[src/rtl/regs_wb_queue.sv]
// Write-behind queue in front of the register-file write port, with pending-value forwarding.
// Optional WB_BYPASS_EN: an accept into an empty queue with wb_en loads the output register directly.
module regs_wb_queue #(
  parameter int DEPTH = 4,
  parameter int AW    = 5,
  parameter int DW    = 32
) (
  input  logic                       clk,
  input  logic                       rst,
  input  logic                       in_valid,
  output logic                       in_ready,
  input  logic [AW-1:0]              in_addr,
  input  logic [DW-1:0]              in_data,
  input  logic                       wb_en,
  output logic                       L_S,
  output logic [AW-1:0]              Wt_addr,
  output logic [DW-1:0]              Wt_data,
  input  logic [AW-1:0]              fwd_addr_A,
  output logic                       fwd_hit_A,
  output logic [DW-1:0]              fwd_data_A,
  input  logic [AW-1:0]              fwd_addr_B,
  output logic                       fwd_hit_B,
  output logic [DW-1:0]              fwd_data_B,
  output logic [$clog2(DEPTH):0]     count,
  output logic                       busy
);

  localparam int PW = $clog2(DEPTH);
  localparam int CW = PW + 1;

`ifdef WB_BYPASS_EN
  localparam bit BYPASS = 1'b1;
`else
  localparam bit BYPASS = 1'b0;
`endif

  logic [AW-1:0] addr_q [DEPTH];
  logic [DW-1:0] data_q [DEPTH];
  logic [PW-1:0] head_q, tail_q;
  logic [CW-1:0] count_q, count_d;
  logic          live_q;
  logic          ls_q;
  logic [AW-1:0] wt_addr_q;
  logic [DW-1:0] wt_data_q;

  logic accept, keep, pop, bypass, push;

  // live_q keeps in_ready low until the first edge after reset release
  assign in_ready = live_q && (count_q < CW'(DEPTH));
  assign accept   = in_valid && in_ready;
  assign keep     = accept && (in_addr != '0);
  assign pop      = wb_en && (count_q != '0);
  assign bypass   = BYPASS && keep && wb_en && (count_q == '0);
  assign push     = keep && !bypass;
  assign count_d  = count_q + CW'(push) - CW'(pop);

  always_ff @(posedge clk or negedge rst) begin
    if (!rst) begin
      live_q    <= 1'b0;
      head_q    <= '0;
      tail_q    <= '0;
      count_q   <= '0;
      ls_q      <= 1'b0;
      wt_addr_q <= '0;
      wt_data_q <= '0;
    end else begin
      live_q  <= 1'b1;
      count_q <= count_d;
      if (push) tail_q <= tail_q + 1'b1;
      if (pop)  head_q <= head_q + 1'b1;
      if (pop) begin
        ls_q      <= 1'b1;
        wt_addr_q <= addr_q[head_q];
        wt_data_q <= data_q[head_q];
      end else if (bypass) begin
        ls_q      <= 1'b1;
        wt_addr_q <= in_addr;
        wt_data_q <= in_data;
      end else begin
        ls_q <= 1'b0;
      end
    end
  end

  always_ff @(posedge clk) begin
    if (push) begin
      addr_q[tail_q] <= in_addr;
      data_q[tail_q] <= in_data;
    end
  end

  logic [PW-1:0] idx;

  // Scan oldest to newest so later matches override; output register is the oldest candidate
  always_comb begin
    fwd_hit_A  = 1'b0;
    fwd_data_A = '0;
    fwd_hit_B  = 1'b0;
    fwd_data_B = '0;
    idx        = '0;
    if (ls_q && wt_addr_q == fwd_addr_A) begin
      fwd_hit_A  = 1'b1;
      fwd_data_A = wt_data_q;
    end
    if (ls_q && wt_addr_q == fwd_addr_B) begin
      fwd_hit_B  = 1'b1;
      fwd_data_B = wt_data_q;
    end
    for (int i = 0; i < DEPTH; i++) begin
      idx = head_q + PW'(i);
      if (CW'(i) < count_q) begin
        if (addr_q[idx] == fwd_addr_A) begin
          fwd_hit_A  = 1'b1;
          fwd_data_A = data_q[idx];
        end
        if (addr_q[idx] == fwd_addr_B) begin
          fwd_hit_B  = 1'b1;
          fwd_data_B = data_q[idx];
        end
      end
    end
    if (fwd_addr_A == '0) begin
      fwd_hit_A  = 1'b0;
      fwd_data_A = '0;
    end
    if (fwd_addr_B == '0) begin
      fwd_hit_B  = 1'b0;
      fwd_data_B = '0;
    end
  end

  assign L_S     = ls_q;
  assign Wt_addr = wt_addr_q;
  assign Wt_data = wt_data_q;
  assign count   = count_q;
  assign busy    = (count_q != '0) || ls_q;

endmodule

[config.mk]
export PLATFORM = sky130hd
export DESIGN_NAME = regs_wb_queue
export DESIGN_NICKNAME = d
export VERILOG_FILES = /design/src/rtl/regs_wb_queue.sv
export SDC_FILE = /design/constraint.sdc
export NUM_CORES = 1
export LEC_CHECK = 0
export ABC_CLOCK_PERIOD_IN_PS = 7800
export CAP_MARGIN = 5
export CORE_UTILIZATION = 54
export DETAILED_ROUTE_END_ITERATION = 8
export PLACE_DENSITY = 0.81
export SLEW_MARGIN = 40
export SYNTH_ARGS = -nofsm -noshare
export SYNTH_HDL_FRONTEND = slang
export SYNTH_SLANG_ARGS = --single-unit
[constraint.sdc]
create_clock -name clk -period 7.8 [get_ports clk]
set_input_delay 0.78 -clock clk [delete_from_list [all_inputs] [get_ports clk]]
set_output_delay 0.78 -clock clk [all_outputs]
set_load 0.02 [all_outputs]
== Yosys cells after proc, flatten, opt, wreduce, memory -nomap -nowiden ==
Memories as Yosys holds them, arrays and structs flattened.
Index checks and enable logic that the tools add are counted.
Operators by class
  add/sub/neg operators: 6
  $lt $le $gt $ge: 5
  equality and inequality tests: 10
  mux-type cells: 43
  reduce and logical (&&, ||, !) cells: 11
Operator list (count)
  32-bit 2-to-1 mux: 20
  5-bit == test: 10
  1-bit 2-to-1 mux: 23
  5-bit logical NOT: 2
  1-bit logical AND: 6
  1-bit by 3-bit < comparator with 1-bit output, first input constant: 2
  2-bit by 3-bit < comparator with 1-bit output, first input constant: 2
  5-bit nonzero test: 1
  2-bit by 1-bit adder with 2-bit output, second input constant: 2
  2-bit adder, second input constant: 2
  3-bit by 1-bit adder with 3-bit output: 1
  3-bit < comparator, second input constant: 1
  3-bit nonzero test: 1
  3-bit by 1-bit subtractor with 3-bit output: 1
  1-bit logical OR: 1
Storage, ports and cells
  flip-flop bits (word level): 46
  memory bits (writable): 148
  output and inout port bits: 109
  logic and storage cells: 84
  memories kept: 2
Memory list
  data_q: depth 4, bits a word 32, read ports 4, clocked after memory_dff 0, write ports 1, line 38  | logic [DW-1:0] data_q [DEPTH];
  addr_q: depth 4, bits a word 5, read ports 4, clocked after memory_dff 0, write ports 1, line 37  | logic [AW-1:0] addr_q [DEPTH];

== Logic depth before layout (Yosys ltp) ==
Gate-level depths: netlist of run 1.
  depth in word-level cells: 12
  gate-level depth with buffers: 12
  depth with buffers taken out: 8

== Worst setup path after synthesis of run 1 ==
OpenSTA, ideal clock, no wires.
  path kind: input port to output port
  from: input port fwd_addr_B[2]
  to: output port fwd_data_B[0]
  arrival time: 2846 ps
  data required time: 7020 ps
  path slack: 4174 ps
  cell stages on the path: 8
  path buffers: 2
  path through: clkbuf_1 > xor2_1 > nor4_1 > and3_1 > nor2b_1 > clkbuf_1 > a221oi_1 > o31ai_1
On the way
  cells in the longest elaborated chain, start to end: 12
  elaborated cells between the ends (all ways): 17
RTL lines
  from (decl): line 21  | input logic [AW-1:0] fwd_addr_B,
  5-bit == test: line 105  | if (ls_q && wt_addr_q == fwd_addr_B) begin
  1-bit logical AND: line 105
  32-bit 2-to-1 mux: line 105
  32-bit 2-to-1 mux: line 116  | if (addr_q[idx] == fwd_addr_B) begin
  32-bit 2-to-1 mux: line 111  | if (CW'(i) < count_q) begin
  32-bit 2-to-1 mux: line 116
  32-bit 2-to-1 mux: line 111
  32-bit 2-to-1 mux: line 116
  32-bit 2-to-1 mux: line 111
  32-bit 2-to-1 mux: line 116
  32-bit 2-to-1 mux: line 111
  32-bit 2-to-1 mux (*): line 126  | if (fwd_addr_B == '0) begin
  to (decl): line 23  | output logic [DW-1:0] fwd_data_B,
Mark *: on every way between the ends. The rest lies on a longest branch, timed or not.

== Worst setup path after layout of run 1 ==
  from: register head_q[0]
  to: output port fwd_data_B[31]
On the way
  cells in the longest elaborated chain, start to end: 11
  elaborated cells between the ends (all ways): 18
RTL lines
  from (decl): line 39  | logic [PW-1:0] head_q, tail_q;
  from (signal assigned): line 70  | if (pop) head_q <= head_q + 1'b1;
  parallel branches: the longest is 9 deep, another holds memory 4 x 5 bit
  32-bit 2-to-1 mux (*): line 111
  32-bit 2-to-1 mux (*): line 126
Every way passes the cells marked *.

==> results of run 1 <==
[placed cells by master (no fill, tap or decap), types with 33 or more instances in the layout]
master           count
dfrtp_1             44
edfxtp_1           148
xnor2_1             46
nand3_1             33
mux2i_1            244
clkdlybuf4s50_1    158
a21oi_1             34
nor2_1              39
nand2_1            153
[flip-flops by register name, summed over array words and instances, names as in the netlist]
register  flops
L_S           1
addr_q       20
data_q      128
head_q        2
Wt_addr       5
count         3
tail_q        2
live_q        1
Wt_data      32
[worst register-to-register path: stages, from the launching register on]
cell and delay, ps:
dfrtp_4 780, buf_6 620, buf_6 530, buf_16 320
mux2i_1 320, mux2i_1 180, nand2_1 120, nand2_1 60
[cell families after synthesis]
| family | after synthesis |
|---|---|
| AO/OA/AOI/OAI | 242 |
| buffers and inverters | 126 |
| XOR/XNOR | 60 |
| AND/OR/NAND/NOR | 326 |
| flip-flops | 194 |
| multiplexers | 263 |
| adder cells (fa/ha/maj) | 9 |
| other | 1 |
[cells in the mapped netlist (3+ instances only)]
cell,count,area (sq um)
nor2_1,40,150
clkbuf_1,58,218
a2111oi_0,9,78.8
nor2b_1,3,18.8
xor2_1,13,114
mux2i_1,244,2440
a311oi_1,31,272
nand2_1,153,574
a221o_1,32,320
buf_1,3,11.3
a22oi_1,32,240
mux4_2,16,360
a2111oi_1,23,230
nand3_1,33,165
xnor2_1,46,403
or4_1,3,22.5
a21oi_1,35,175
ha_1,8,100
a221oi_1,32,280
o31ai_1,33,248
buf_4,9,67.6
and2_1,36,225
nand2b_1,32,200
nor3_1,6,30.0
buf_6,6,67.6
nor4_1,7,43.8
buf_2,40,200
dfrtp_1,46,1150
inv_1,10,37.5
edfxtp_1,148,4440
[power by group through the flow]
stage	combinational [W]	sequential, W	clock, W
finish	0.00349	0.00156	0.000883
global route	0.00372	0.00159	0.000924
CTS	0.00343	0.00156	0.000880
detailed placement	0.00340	0.00158	0
global placement	0.00334	0.00157	0
floorplan	0.00235	0.00156	0
[through the flow]
step                utilization, %  instances  setup WS (ps)  hold WS (ps)
CTS                           65.3       1639           2130           494
detailed placement            62.9       1608           2550           531
finish                        65.5       1640           2140           487
global placement              62.8       1608           2360           518
floorplan                        -       1221           4170           484
global route                  65.5       1640           1860           533
[area by class of cell]
cell class / count / share of cell area (%)
clock inverter: 12 / 0.860
timing repair buffer: 185 / 11.7
clock buffer: 19 / 2.78
inverter: 10 / 0.241
tap: 319 / 2.56
multi-input combinational: 901 / 45.9
sequential: 194 / 36.0
[worst paths after layout]
| check | from | end | slack [ps] |
|---|---|---|---|
| max | head_q[0] | fwd_data_B[31] | 2140 |
| min | rst | Wt_data[7] | 490 |
| max reg2reg | head_q[1] | Wt_data[28] | 4760 |
| min reg2reg | Wt_data[21] | Wt_data[21] | 550 |
| max in group asynchronous | rst | head_q[0] | 6720 |
| min in group clk | Wt_data[21] | Wt_data[21] | 550 |
[per-layer routing]
| layer | wire length, um | track usage, % |
|---|---|---|
| met3 | 3930 | 6.78 |
| met4 | 1390 | 14.8 |
| met1 | 15300 | 41.1 |
| met2 | 18400 | 51.4 |
| met5 | 23 | 0 |
==> impl_metrics.ini, run 1 <==
[cts]
clkSlewWorstSetupHoldPaths_ps = 80
clock_latency_ps = 450
tritoncts = yes
clk_path_buf_depth = 2
clock_sinks = 194
postCtsHoldBufs = 0
cts_resized = 0
cts_setup_buffers = 0
cts_buffers = 17
htreeDepth = 4
cts_root_buf = clkbuf_16

[power]
leakagePower_nw = 5.84
p_int_w = 0.00326
power.density_nw_per_um2 = 382
finalPower_w = 0.00594
power.share.sequential_pct = 26.3
p_clk_share_pct = 14.9
combPwrFrac_pct = 58.8
ir_worst_vdd_v = 0.000320
switching_share_pct = 45.1
switchingPower_w = 0.00268

[yosys]
synth_fa_ha_area_share_pct = 0.909
synth-main-ff-cell = edfxtp_1
ys_ff_latch = 194
synth_seq_area_share_pct = 42.3
syn_nets = 1281
async_reset_ff_share_pct = 23.7
syn_inst = 1221
syn_area_per_cell_sq_um = 10.8
syn-cell-area_sq_um = 13200
synth_enable_flop_cells = 148
synth_compound_area_share_pct = 14.8
synth-xor-area-share_pct = 4.03
yosysWarnings = 0
synthDistinctLibCells = 55
synth_top_family_by_area = multiplexers
synth-simple-area-share_pct = 11.8
muxShareOfSynthArea_pct = 21.5

[floorplanning]
die_area_sq_um = 25100
die_h_um = 158
num_rows = 56
floorplan.initialDensity_pct = 55.7
fp.dieW_um = 158
core_area_sq_um = 23800
ios = 160

[route]
wirelength_mm = 39.0
drt_iter0_drc = 1408
dr_total_vias = 11054
dr.pass1.iters = 8
ant_nets = 0
wl_per_cell_um = 23.8
detail_route.vias_per_cell = 6.74
route.detailed.drc = 0

[global_routing]
grt_overflow = 0
gr-usage-all-layers_pct = 31.9
antenna_found_initial = 2
grt_pass1_wl_mm = 59.9
grt_max_degree = 86
grt_pass1_vias = 11067

[final_layout]
regArea_sq_um = 5600
syn_to_final_growth_pct = 17.8
drive_gt1_share_pct = 7.42
multi_input_area_sq_um = 7140
antenna_cells = 0
n_fill_cell = 1774
finalNetCount = 1369
design_area_sq_um = 15600

[setup_path]
critPathBufInv = 3
required_ps = 7020
cpMaxStageDelayCell = dfrtp_4
crit_type = reg -> out
r2r_cells = 7
cp_top_family = buffers and inverters
cp-end-kind = output port
crit_chain = buf_6 > mux4_2 > xnor2_1 > nand3_1 > nor4_4 > buf_4 > a221oi_1 > o31ai_1 > clkdlybuf4s50_1
critPathLaunchType = register
crit_cells = 9
crit_arrival_ps = 4880
critPathMaxStageDelay_ps = 830
worstPathMaxFanout = 85

[sta]
tns_ps = 0
rsz0062_at_grt = false
fmax_mhz = 177
fin_skew_ps = 8.68
hold_viol = 0
slew-limit-headroom_pct = 41.7
finalSetupViolCount = 0
slew_violations = 0
tightest_slew_ps = 875
fin_crit_ps = 5660
fin_crit_sh_pct = 72.6

[placed_design]
gp_congestion = 0.912
numPortBuffers = 159
dp_hpwl_mm = 23.5
dpl-instance-area_sq_um = 14900

[hold_path]
worstHoldPathType = in -> async

[outcome]
outcome = finished clean

[run]
cap_violations = 0
Note: power is estimated with default switching activity, not from simulation.
==> run 2: changes to the inputs <==
--- a/config.mk
+++ b/config.mk
@@ -5,9 +5,9 @@
 export SDC_FILE = /design/constraint.sdc
 export NUM_CORES = 1
 export LEC_CHECK = 0
-export ABC_CLOCK_PERIOD_IN_PS = 7800
+export ABC_CLOCK_PERIOD_IN_PS = 4950
 export CAP_MARGIN = 5
-export CORE_UTILIZATION = 54
+export CORE_UTILIZATION = 52
 export DETAILED_ROUTE_END_ITERATION = 8
 export PLACE_DENSITY = 0.81
 export SLEW_MARGIN = 40
==> constraint.sdc (replaced) <==
create_clock -name clk -period 4.95 [get_ports clk]
set_input_delay 0.495 -clock clk [delete_from_list [all_inputs] [get_ports clk]]
set_output_delay 0.495 -clock clk [all_outputs]
set_load 0.02 [all_outputs]
==> impl_metrics.ini, run 2 (synthesis results as in run 1) <==
[cts]
clk_path_buf_depth = 2
htreeDepth = 4
clock_sinks = 194
clkSlewWorstSetupHoldPaths_ps = 80
cts_buffers = 17
tritoncts = yes
cts_root_buf = clkbuf_16
clock_latency_ps = 450

[placed_design]
dpl-instance-area_sq_um = 15100
dp_hpwl_mm = 25.7
gp_congestion = 0.947
numPortBuffers = 159
post-place-ws_ps = 555

[sta]
finalSetupViolCount = 0
fin_crit_sh_pct = 96.2
fmax_mhz = 210
fin_skew_ps = 15.9
hold_viol = 0
fin_crit_ps = 4760
rsz0062_at_grt = false
finalWorstSetupSlack_ps = 188
tightest_slew_ps = 795
tns_ps = 0
slew-limit-headroom_pct = 47.0
slew_violations = 0

[global_routing]
grt_pass1_vias = 10814
gr-usage-all-layers_pct = 30.0
grt_overflow = 0
grt_max_degree = 63
grt_pass1_wl_mm = 60.3
antenna_found_initial = 0

[route]
dr.pass1.iters = 8
wirelength_mm = 38.9
detail_route.vias_per_cell = 6.69
wl_per_cell_um = 23.3
route.detailed.drc = 0
ant_nets = 0
drt_iter0_drc = 1523
dr_total_vias = 11167

[setup_path]
crit_arrival_ps = 4270
crit_type = reg -> out
critPathBufInv = 1
critPathLaunchType = register
cp_top_family = compound AO/OA/AOI/OAI gates
required_ps = 4450
cp-end-kind = output port
crit_chain = mux4_2 > xnor2_1 > nand4_1 > nand3b_4 > a311oi_1 > a2111oi_1 > a221o_1 > clkdlybuf4s50_1
cpMaxStageDelayCell = dfrtp_4
critPathMaxStageDelay_ps = 710
worstPathMaxFanout = 34

[floorplanning]
die_area_sq_um = 26100
ios = 160
fp.dieW_um = 161
core_area_sq_um = 24600
die_h_um = 161
floorplan.initialDensity_pct = 53.7
num_rows = 57

[power]
ir_worst_vdd_v = 0.000429
power.density_nw_per_um2 = 599
finalPower_w = 0.00942
leakagePower_nw = 5.95

[final_layout]
n_fill_cell = 1924
multi_input_area_sq_um = 7140
largest_register_ffs = 128
drive_gt1_share_pct = 9.00
syn_to_final_growth_pct = 19.0
regArea_sq_um = 5600
layout_common_cells = mux2i_1 (244), clkdlybuf4s50_1 (158), nand2_1 (153)
finalNetCount = 1391
regMostFlops = data_q
design_area_sq_um = 15700
antenna_cells = 0
final_common_cell = mux2i_1

[hold_path]
worstHoldPathType = in -> async

[run]
cap_violations = 0

[outcome]
outcome = finished clean
## run 2: cell types whose count changed in the layout (fill, tap and decap cells not counted), moves of 2 or more
| cell | delta |
|---|---|
| and2_4 | -3 |
| and2_2 | +3 |
| buf_4 | +24 |
| inv_8 | +3 |
| clkinv_2 | -2 |
| buf_6 | -3 |
| clkinv_4 | +3 |
## run 2: per-stage QoR
stage / hold slack, ps / utilization, % / cells
after CTS: 461 / 63.8 / 1666
after detailed placement: 397 / 61.5 / 1633
after global placement: 386 / 61.4 / 1633
final: 473 / 63.9 / 1668
after floorplan: 199 / - / 1221
after global routing: 493 / 63.9 / 1668
## run 2: layout make-up
class | count | area share, %
clock inverter | 13 | 0.907
inverter | 10 | 0.239
clock buffer | 19 | 2.75
tap | 324 | 2.58
timing repair buffer | 207 | 12.5
sequential | 194 | 35.6
multi-input combinational | 901 | 45.4
## run 2: layer usage
layer | routed length (um) | GRT usage (%) | share of wire, %
met5 | 0 | 0 | 0
met1 | 15500 | 39.5 | 40
met2 | 18300 | 48.8 | 47
met4 | 1410 | 11.9 | 3.6
met3 | 3670 | 5.65 | 9.4
## run 2: worst register-to-register path, stage by stage, from the launching register on
cell     delay [ps]
dfrtp_1         500
o31ai_4         250
buf_4           490
inv_1            80
buf_4           310
ha_1            350
inv_1            50
ha_1            130
inv_1            50
fa_1            400
xor2_1          170
## run 2: timing repair
action                                  CTS  global route
gates resized for setup                   0             1
setup buffers                             0             2
hold buffers                              1             0
hold endpoints to repair                 10             0
endpoints found under the setup margin    0            14
## run 2: path summary, 6_finish.rpt
kind                             startpoint             to  slack, ps  cells after the start
min in group clk                Wt_data[26]    Wt_data[26]        570                      2
worst max register to register     count[2]       count[2]       2060                     10
worst min-delay path                    rst       count[0]        470                      2
max in group asynchronous               rst      head_q[0]       3580                      3
worst min register to register  Wt_data[26]    Wt_data[26]        570                      2
worst max-delay path              head_q[0]  fwd_data_A[2]        190                      8
## run 2: power by group
group	switching, W	internal, W	total [W]
registers	0.000404	0.00204	0.00244
logic	0.00320	0.00239	0.00558
clock network	0.000677	0.000716	0.00139
==> run 3: changes to the inputs <==
--- a/config.mk
+++ b/config.mk
@@ -10,7 +10,7 @@
 export CORE_UTILIZATION = 52
 export DETAILED_ROUTE_END_ITERATION = 8
 export PLACE_DENSITY = 0.81
-export SLEW_MARGIN = 40
+export SLEW_MARGIN = 20
 export SYNTH_ARGS = -nofsm -noshare
 export SYNTH_HDL_FRONTEND = slang
 export SYNTH_SLANG_ARGS = --single-unit
==> impl_metrics.ini, run 3 (synthesis results as in run 1) <==
[outcome]
outcome = finished clean

[final_layout]
largest_register_ffs = 128
regMostFlops = data_q
antenna_cells = 0
n_fill_cell = 1937
post_layout_nonfiller_instances = 1667
final_common_cell = mux2i_1
syn_to_final_growth_pct = 18.9
drive_gt1_share_pct = 8.94
multi_input_area_sq_um = 7130
layout_common_cells = mux2i_1 (244), clkdlybuf4s50_1 (158), nand2_1 (153)
finalNetCount = 1390
regArea_sq_um = 5600

[floorplanning]
ios = 160
die_h_um = 161
fp.dieW_um = 161
core_area_sq_um = 24600
floorplan.initialDensity_pct = 53.7
die_area_sq_um = 26100
num_rows = 57

[placed_design]
gp_congestion = 0.947
numPortBuffers = 159
dp_hpwl_mm = 25.7
post-place-ws_ps = 560
dp.cells = 1633

[power]
ir_worst_vdd_v = 0.000457
power.density_nw_per_um2 = 598
finalPower_w = 0.00941
leakagePower_nw = 5.95

[sta]
fin_crit_sh_pct = 95.7
rsz0062_at_grt = false
fin_skew_ps = 8.51
tns_ps = 0
finalSetupViolCount = 0
finalWorstSetupSlack_ps = 215
hold_viol = 0
slew_violations = 0
tightest_slew_ps = 1130
fin_crit_ps = 4740
timing.hold.ws_ps = 475
fmax_mhz = 211
slew-limit-headroom_pct = 24.8

[route]
ant_nets = 0
detail_route.vias_per_cell = 6.69
dr_total_vias = 11153
drt_iter0_drc = 1582
wirelength_mm = 39.1
wl_per_cell_um = 23.4
route.detailed.drc = 0
dr.pass1.iters = 6

[cts]
clk_path_buf_depth = 2
tritoncts = yes
htreeDepth = 4
cts_buffers = 17
clock_sinks = 194
clkSlewWorstSetupHoldPaths_ps = 80
clock_latency_ps = 440
cts_root_buf = clkbuf_16

[global_routing]
grt_overflow = 0
grt_pass1_wl_mm = 60.4
grt_max_degree = 63
antenna_found_initial = 1
grt_pass1_vias = 10914
gr-usage-all-layers_pct = 30.1

[setup_path]
cp-end-kind = output port
crit_type = reg -> out
worstPathMaxFanout = 33
crit_chain = mux4_2 > xnor2_1 > nand4_1 > a21oi_4 > buf_4 > a221oi_1 > o31ai_1 > clkdlybuf4s50_1
crit_arrival_ps = 4240
required_ps = 4450
r2r_cells = 10
critPathMaxStageDelay_ps = 700
cpMaxStageDelayCell = dfrtp_4
critPathLaunchType = register

[hold_path]
worstHoldPathType = in -> async

[run]
cap_violations = 0
-- run 3: layout make-up --
| type | instances | share of cell area [%] |
|---|---|---|
| Multi-Input combinational cell | 901 | 45.4 |
| Inverter | 10 | 0.239 |
| Sequential cell | 194 | 35.6 |
| Clock inverter | 13 | 0.939 |
| Clock buffer | 19 | 2.75 |
| Timing Repair Buffer | 206 | 12.5 |
| Tap cell | 324 | 2.58 |
-- run 3: critical path, delay by kind of cell (launching register included) --
kind / cells / cell delay (ps)
buffers and inverters: 2 / 1150
AO/OA/AOI/OAI: 3 / 800
flip-flops: 1 / 700
multiplexers: 1 / 660
XOR/XNOR: 1 / 270
AND/OR/NAND/NOR: 1 / 190
-- run 3: per-stage QoR --
| step | cell area (sq um) | utilization, % |
|---|---|---|
| finish | 15700 | 63.9 |
| global route | 15700 | 63.9 |
| CTS | 15700 | 63.8 |
| detailed placement | 15100 | 61.4 |
| global placement | 15100 | 61.4 |
| floorplan | 13200 | - |
-- run 3: repair_timing --
item,CTS,global route
setup endpoints to repair,0,22
resized for setup,0,2
buffers inserted,0,1
hold buffers,1,0
endpoints found under the hold margin,10,0
-- run 3: layer usage --
| metal | part of all wire [%] | global-route usage [%] | vias up |
|---|---|---|---|
| met5 | 0.020 | 0 | - |
| met1 | 39 | 39.4 | 5333 |
| li1 | - | - | 4905 |
| met3 | 10 | 4.83 | 127 |
| met2 | 47 | 48.7 | 786 |
| met4 | 4.2 | 14.5 | 2 |
-- run 3: path summary, 6_finish.rpt --
kind	end	slack (ps)	startpoint
max	fwd_data_B[3]	210	head_q[0]
min	Wt_data[8]	480	rst
max reg2reg	count[2]	2060	count[2]
min reg2reg	Wt_data[14]	570	Wt_data[14]
max in group asynchronous	head_q[0]	3580	rst
min in group clk	Wt_data[14]	570	Wt_data[14]
-- run 3: where the power goes --
group          internal (W)  switching, W  total (W)
sequential          0.00204      0.000404    0.00244
combinational       0.00238       0.00320    0.00558
clock              0.000715      0.000672    0.00139
total               0.00513       0.00427    0.00941
